===== config.mk =====
export PLATFORM = sky130hd
export DESIGN_NAME = alu_slice_seq
export DESIGN_NICKNAME = d
export VERILOG_FILES = /design/src/rtl/alu_slice_seq.sv
export SDC_FILE = /design/constraint.sdc
export NUM_CORES = 1
export LEC_CHECK = 0
export CORE_MARGIN = 5
export CORE_UTILIZATION = 58
export CTS_BUF_LIST = sky130_fd_sc_hd__clkbuf_8
export DETAILED_ROUTE_END_ITERATION = 10
export PLACE_DENSITY = 0.88
export SETUP_SLACK_MARGIN = 0.4
export SKIP_CTS_REPAIR_TIMING = 1
export SLEW_MARGIN = 5
export SYNTH_ARGS = -nofsm -noshare
export SYNTH_HDL_FRONTEND = slang
export SYNTH_SLANG_ARGS = --single-unit

===== constraint.sdc =====
create_clock -name clk -period 9.2 [get_ports clk]
set_input_delay 1.84 -clock clk [delete_from_list [all_inputs] [get_ports clk]]
set_output_delay 1.84 -clock clk [all_outputs]
set_load 0.01 [all_outputs]

===== src/rtl/alu_slice_seq.sv =====
// Digit-serial ALU: one SLICE-bit digit per clock, carry chained
// through a register, valid/ready on both sides, status flags.
module alu_slice_seq #(
  parameter int WIDTH = 32,
  parameter int SLICE = 4
) (
  input  logic             clk,
  input  logic             rst,
  input  logic             in_valid,
  output logic             in_ready,
  input  logic [2:0]       ALUop,
  input  logic [WIDTH-1:0] r2,
  input  logic [WIDTH-1:0] r3,
  output logic             out_valid,
  input  logic             out_ready,
  output logic [WIDTH-1:0] r1,
  output logic             c_out,
  output logic             zero,
  output logic             ovf,
  output logic             err
);

  localparam int NSLICE = WIDTH / SLICE;
  localparam int CW = (NSLICE > 1) ? $clog2(NSLICE) : 1;
  localparam logic [WIDTH-1:0] MASK = WIDTH'({SLICE{1'b1}});

  localparam logic [2:0] OP_PASS = 3'b000;
  localparam logic [2:0] OP_NOT  = 3'b001;
  localparam logic [2:0] OP_ADD  = 3'b010;
  localparam logic [2:0] OP_SUB  = 3'b011;
  localparam logic [2:0] OP_OR   = 3'b100;
  localparam logic [2:0] OP_AND  = 3'b101;
  localparam logic [2:0] OP_SLTU = 3'b110;
  localparam logic [2:0] OP_ILL  = 3'b111;

  typedef enum logic [1:0] {
    IDLE,
    RUN,
    DONE
  } state_t;

  state_t state_q, state_d;

  logic [2:0]       op_q, op_d;
  logic [WIDTH-1:0] a_q, a_d;
  logic [WIDTH-1:0] b_q, b_d;
  logic [WIDTH-1:0] res_q, res_d;
  logic             cy_q, cy_d;
  logic [CW-1:0]    cnt_q, cnt_d;
  logic             c_out_q, c_out_d;
  logic             zero_q, zero_d;
  logic             ovf_q, ovf_d;
  logic             err_q, err_d;

  logic [31:0]      sh;
  logic [SLICE-1:0] sa, sb, bop, slice_r;
  logic [SLICE:0]   sum;
  logic             cout, cmsb, last, inv_b;
  logic [WIDTH-1:0] nres;

  // State register
  always_ff @(posedge clk or posedge rst) begin
    if (rst) state_q <= IDLE;
    else     state_q <= state_d;
  end

  // Next-state: accept in IDLE, NSLICE digits in RUN, hold in DONE
  always_comb begin
    state_d = state_q;
    unique case (state_q)
      IDLE:    if (in_valid) state_d = RUN;
      RUN:     if (last) state_d = DONE;
      DONE:    if (out_ready) state_d = IDLE;
      default: state_d = IDLE;
    endcase
  end

  // Handshake and result outputs
  always_comb begin
    in_ready  = (state_q == IDLE);
    out_valid = (state_q == DONE);
    r1        = res_q;
    c_out     = c_out_q;
    zero      = zero_q;
    ovf       = ovf_q;
    err       = err_q;
  end

  // One digit of the operation plus operand/flag capture
  always_comb begin
    op_d    = op_q;
    a_d     = a_q;
    b_d     = b_q;
    res_d   = res_q;
    cy_d    = cy_q;
    cnt_d   = cnt_q;
    c_out_d = c_out_q;
    zero_d  = zero_q;
    ovf_d   = ovf_q;
    err_d   = err_q;

    sh    = 32'(cnt_q) * SLICE;
    sa    = SLICE'(a_q >> sh);
    sb    = SLICE'(b_q >> sh);
    inv_b = (op_q == OP_SUB) || (op_q == OP_SLTU);
    bop   = inv_b ? ~sb : sb;
    sum   = {1'b0, sa} + {1'b0, bop} + {{SLICE{1'b0}}, cy_q};
    cout  = sum[SLICE];
    cmsb  = sa[SLICE-1] ^ bop[SLICE-1] ^ sum[SLICE-1];
    last  = (cnt_q == CW'(NSLICE - 1));

    unique case (op_q)
      OP_PASS: slice_r = sa;
      OP_NOT:  slice_r = ~sa;
      OP_ADD:  slice_r = sum[SLICE-1:0];
      OP_SUB:  slice_r = sum[SLICE-1:0];
      OP_OR:   slice_r = sa | sb;
      OP_AND:  slice_r = sa & sb;
      OP_SLTU: slice_r = '0;
      OP_ILL:  slice_r = '0;
      default: slice_r = '0;
    endcase

    nres = (res_q & ~(MASK << sh)) | (WIDTH'(slice_r) << sh);
    if (op_q == OP_SLTU && last)
      nres = {{(WIDTH-1){1'b0}}, ~cout};

    unique case (state_q)
      IDLE: begin
        if (in_valid) begin
          op_d    = ALUop;
          a_d     = r2;
          b_d     = r3;
          cy_d    = (ALUop == OP_SUB) || (ALUop == OP_SLTU);
          cnt_d   = '0;
          res_d   = '0;
          c_out_d = 1'b0;
          zero_d  = 1'b0;
          ovf_d   = 1'b0;
          err_d   = 1'b0;
        end
      end
      RUN: begin
        res_d = nres;
        cy_d  = cout;
        if (last) begin
          c_out_d = (op_q == OP_ADD) ? cout :
                    (op_q == OP_SUB) ? ~cout : 1'b0;
          ovf_d   = (op_q == OP_ADD || op_q == OP_SUB) &
                    (cmsb ^ cout);
          zero_d  = (nres == '0);
          err_d   = (op_q == OP_ILL);
        end else begin
          cnt_d = cnt_q + CW'(1);
        end
      end
      default: ;
    endcase
  end

  // Datapath registers
  always_ff @(posedge clk or posedge rst) begin
    if (rst) begin
      op_q    <= '0;
      a_q     <= '0;
      b_q     <= '0;
      res_q   <= '0;
      cy_q    <= 1'b0;
      cnt_q   <= '0;
      c_out_q <= 1'b0;
      zero_q  <= 1'b0;
      ovf_q   <= 1'b0;
      err_q   <= 1'b0;
    end else begin
      op_q    <= op_d;
      a_q     <= a_d;
      b_q     <= b_d;
      res_q   <= res_d;
      cy_q    <= cy_d;
      cnt_q   <= cnt_d;
      c_out_q <= c_out_d;
      zero_q  <= zero_d;
      ovf_q   <= ovf_d;
      err_q   <= err_d;
    end
  end

endmodule


==> key figures <==
Status
  – Status: finished, final reports clean

Layout
  – Area of the multi-input gates: 2640 um2
  – Reg area: between 2000 and 3000 um2
  – Most frequent cells in the layout: dfrtp_1 (109), clkdlybuf4s50_1 (108), mux2_2 (68)
  – Share of layout cells above drive strength 1: 20.0%
  – Final core utilization: about 74%
  – # diodes: 0
  – Layout Nets: 643
  – Fill count: roughly 630
  – Commonest non-fill, non-tap cell in the layout: dfrtp_1
  – Synth-to-Final Area Change: 24.9%

Power and ir drop
  – Fraction of power spent switching nets: 44.1%
  – VDD IR max: about 0.20 mV
  – Power per standard cell area: between 400 and 500 nW/um2
  – Combinational share of power: around three fifths
  – Net Sw Power: about 1.3 mW
  – Clock share of power: roughly a tenth
  – Leak pwr: between 2 and 3 nW
  – Flop pwr share: 30.4%
  – P_int: around 1.6 mW

Setup path
  – Arr. time, crit path: ~4.8 ns
  – Critical Path RT: roughly 9.5 ns
  – CP Capture Type: flop
  – CP max FO: 21
  – Crit Path Category: flop to flop
  – Startpoint Class: flop

Die
  – Die Ht: ~110 um
  – # IOs: 109
  – Core Region: about 9300 um2
  – Starting Density: between 50 and 60%
  – Die W: ~110 um
  – Row cnt: 35
  – Die area: about 12000 um2

Timing
  – Slew Viols, Final: 0
  – Fmax: about 220 MHz
  – Clock Skews: 0.00954 ns
  – Setup TNS: 0 ns
  – Final setup violation count: 0
  – Worst rel slew slack: 23.4%
  – RSZ-0062 raised after global routing: false
  – Worst-Margin Slew: 1.13 ns
  – Final Hold Vio Count: 0
  – Final min period: between 4 and 5 ns
  – Setup WS post-layout: approximately 4.7 ns
  – Final period utilization: 49.0%

Logic synthesis
  – Synth unique cells: 54
  – Syn_area_per_cell: 12.0 um2
  – Largest area contributor in the netlist: dfrtp_1
  – Register area share after synthesis: between 40 and 50%
  – Top cells by area, synth: dfrtp_1 (49%), mux2_2 (14%), nand2_1 (4.4%), mux4_2 (4.1%), o21ai_0 (3.5%)
  – Most used DFF post-synth: dfrtp_1
  – Cell Area, Synth: 5530 um2
  – Mapped Nets: 543
  – Post-synthesis cell count: 461
  – Synthesis-stage register bit count: ~110
  – Share of the synthesized area in the top cell type: between 40% and 50%
  – EDFF count, synth: 0
  – Yosys warns: 0
  – Async S/R FF share, synth: 100%

Drt
  – Per-cell routed wire length: around 20 um
  – Routed vias: 4092
  – DRC violation count after routing: 0
  – Antenna Nets Post-Route: 0
  – Number of detailed-route iterations in the first pass: 4
  – Drt total wl: 13.8 mm
  – Vias per cell: between 5 and 6
  – Initial drt markers: between 100 and 150

CTS
  – Htree depth: 3
  – Total CTS buffers: 9
  – Clock Path Buffers: 2
  – Skew-Pair Late Insertion Delay: around 0.38 ns
  – CTS root buffer: clkbuf_8
  – CTS tree: yes
  – Clock Sinks: approximately 110
  – Worst-path clk slew: between 0.1 and 0.15 ns

Min path
  – Hold/Removal Path Class: flop to flop

Global route
  – Tot GR Track Use: 24.8%
  – Pin count of the biggest net entering global routing: 76
  – GRT overflow: 0
  – Initial antenna violation count: 0
  – Global-route wire length before repair: 22.2 mm
  – Vias in the first global route: 4344

Placement
  – GP Congestion: 0.957
  – HPWL after DPL: 10.4 mm
  – Number of port buffers: around 110
  – Dpl ws: between 4 and 5 ns

Run
  – Max-cap violations: 0
final timing paths:
| path | cells after the start | endpoint | startpoint | slack (ns) |
|---|---|---|---|---|
| setup / recovery | 12 | zero$_DFFE_PP0P_ | cnt_q[0]$_DFFE_PP0P_ | 4.69 |
| hold / removal | 2 | err$_DFFE_PP0P_ | err$_DFFE_PP0P_ | 0.49 |
| setup reg to reg | 12 | zero$_DFFE_PP0P_ | cnt_q[0]$_DFFE_PP0P_ | 4.69 |
| hold reg to reg | 2 | err$_DFFE_PP0P_ | err$_DFFE_PP0P_ | 0.49 |
| max in group asynchronous | 3 | b_q[26]$_DFFE_PP0P_ | rst | 6.17 |
| min in group asynchronous | 2 | r1[23]$_DFFE_PP0P_ | rst | 1.83 |
Yosys cell counts, types with 3 or more instances:
master / number
mux2i_1: 9
nor3_1: 7
a21oi_1: 6
nand2b_1: 6
inv_1: 15
xor2_1: 7
mux4_1: 6
ha_1: 9
clkbuf_1: 17
nand2_1: 65
nor2_1: 17
mux4_2: 10
o22ai_1: 5
mux2_2: 68
dfrtp_1: 109
nand4_1: 3
nand3_1: 5
xnor2_1: 3
buf_2: 4
o21ai_0: 39
mux2i_4: 3
a211oi_1: 3
cell families after synthesis:
| logic type | after synthesis | share of synthesized area, % |
|---|---|---|
| flops | 109 | 49.3 |
| buf+inv | 39 | 3.01 |
| xor+xnor | 10 | 1.58 |
| simple gates | 115 | 9.17 |
| fa+ha+maj | 11 | 2.76 |
| compound gates | 80 | 10.3 |
| mux | 97 | 23.9 |
metrics by stage:
step           power [mW]  cell area [um2]  hold slack [ns]  std cells
6_report             2.89             6900            0.495        695
5_1_grt              3.09             6900            0.529        695
4_1_cts              2.89             6900            0.505        695
3_5_place_dp         2.58             6700            0.480        679
3_3_place_gp         2.51             6700            0.468        679
2_1_floorplan        2.09             5530            0.472        461
power groups by stage:
stage,Combinational (mW),Clock (mW),Sequential [mW]
floorplan,1.27,0,0.814
global placement,1.64,0,0.866
detailed placement,1.70,0,0.884
CTS,1.71,0.307,0.877
global route,1.86,0.326,0.905
finish,1.71,0.303,0.877
layer usage:
metal | GRT usage (%) | up-vias | wire, um
met2 | 42.5 | 173 | 7140
met3 | 4.86 | 24 | 899
met1 | 30.8 | 2027 | 5450
met5 | 0 | - | 0
li1 | - | 1868 | -
met4 | 9.92 | 0 | 290
critical path: stages, from the launching register on:
cell and delay, ns:
dfrtp_1 0.72, buf_4 0.39, mux4_2 0.54, mux2i_1 0.30, xnor2_1 0.14, fa_1 0.39
inv_1 0.08, fa_1 0.42, a221oi_2 0.79, o22ai_1 0.20, a31oi_1 0.17, nand4_1 0.12
o21ai_1 0.17
sequential cells by signal, summed over array words and instances (netlist names):
register	count
cnt_q	3
cy_q	1
err	1
r1	32
a_q	32
b_q	32
state_q	2
ovf	1
zero	1
op_q	3
c_out	1
cell type report:
type / instances / area share (%)
clock buffers: 9 / 1.79
repair buffers: 112 / 16.1
clock inverters: 7 / 1.18
multi-input cells: 313 / 38.2
inverters: 16 / 0.906
flip-flops and latches: 109 / 39.5
well taps: 129 / 2.34
(Power assumes the default switching activity.)
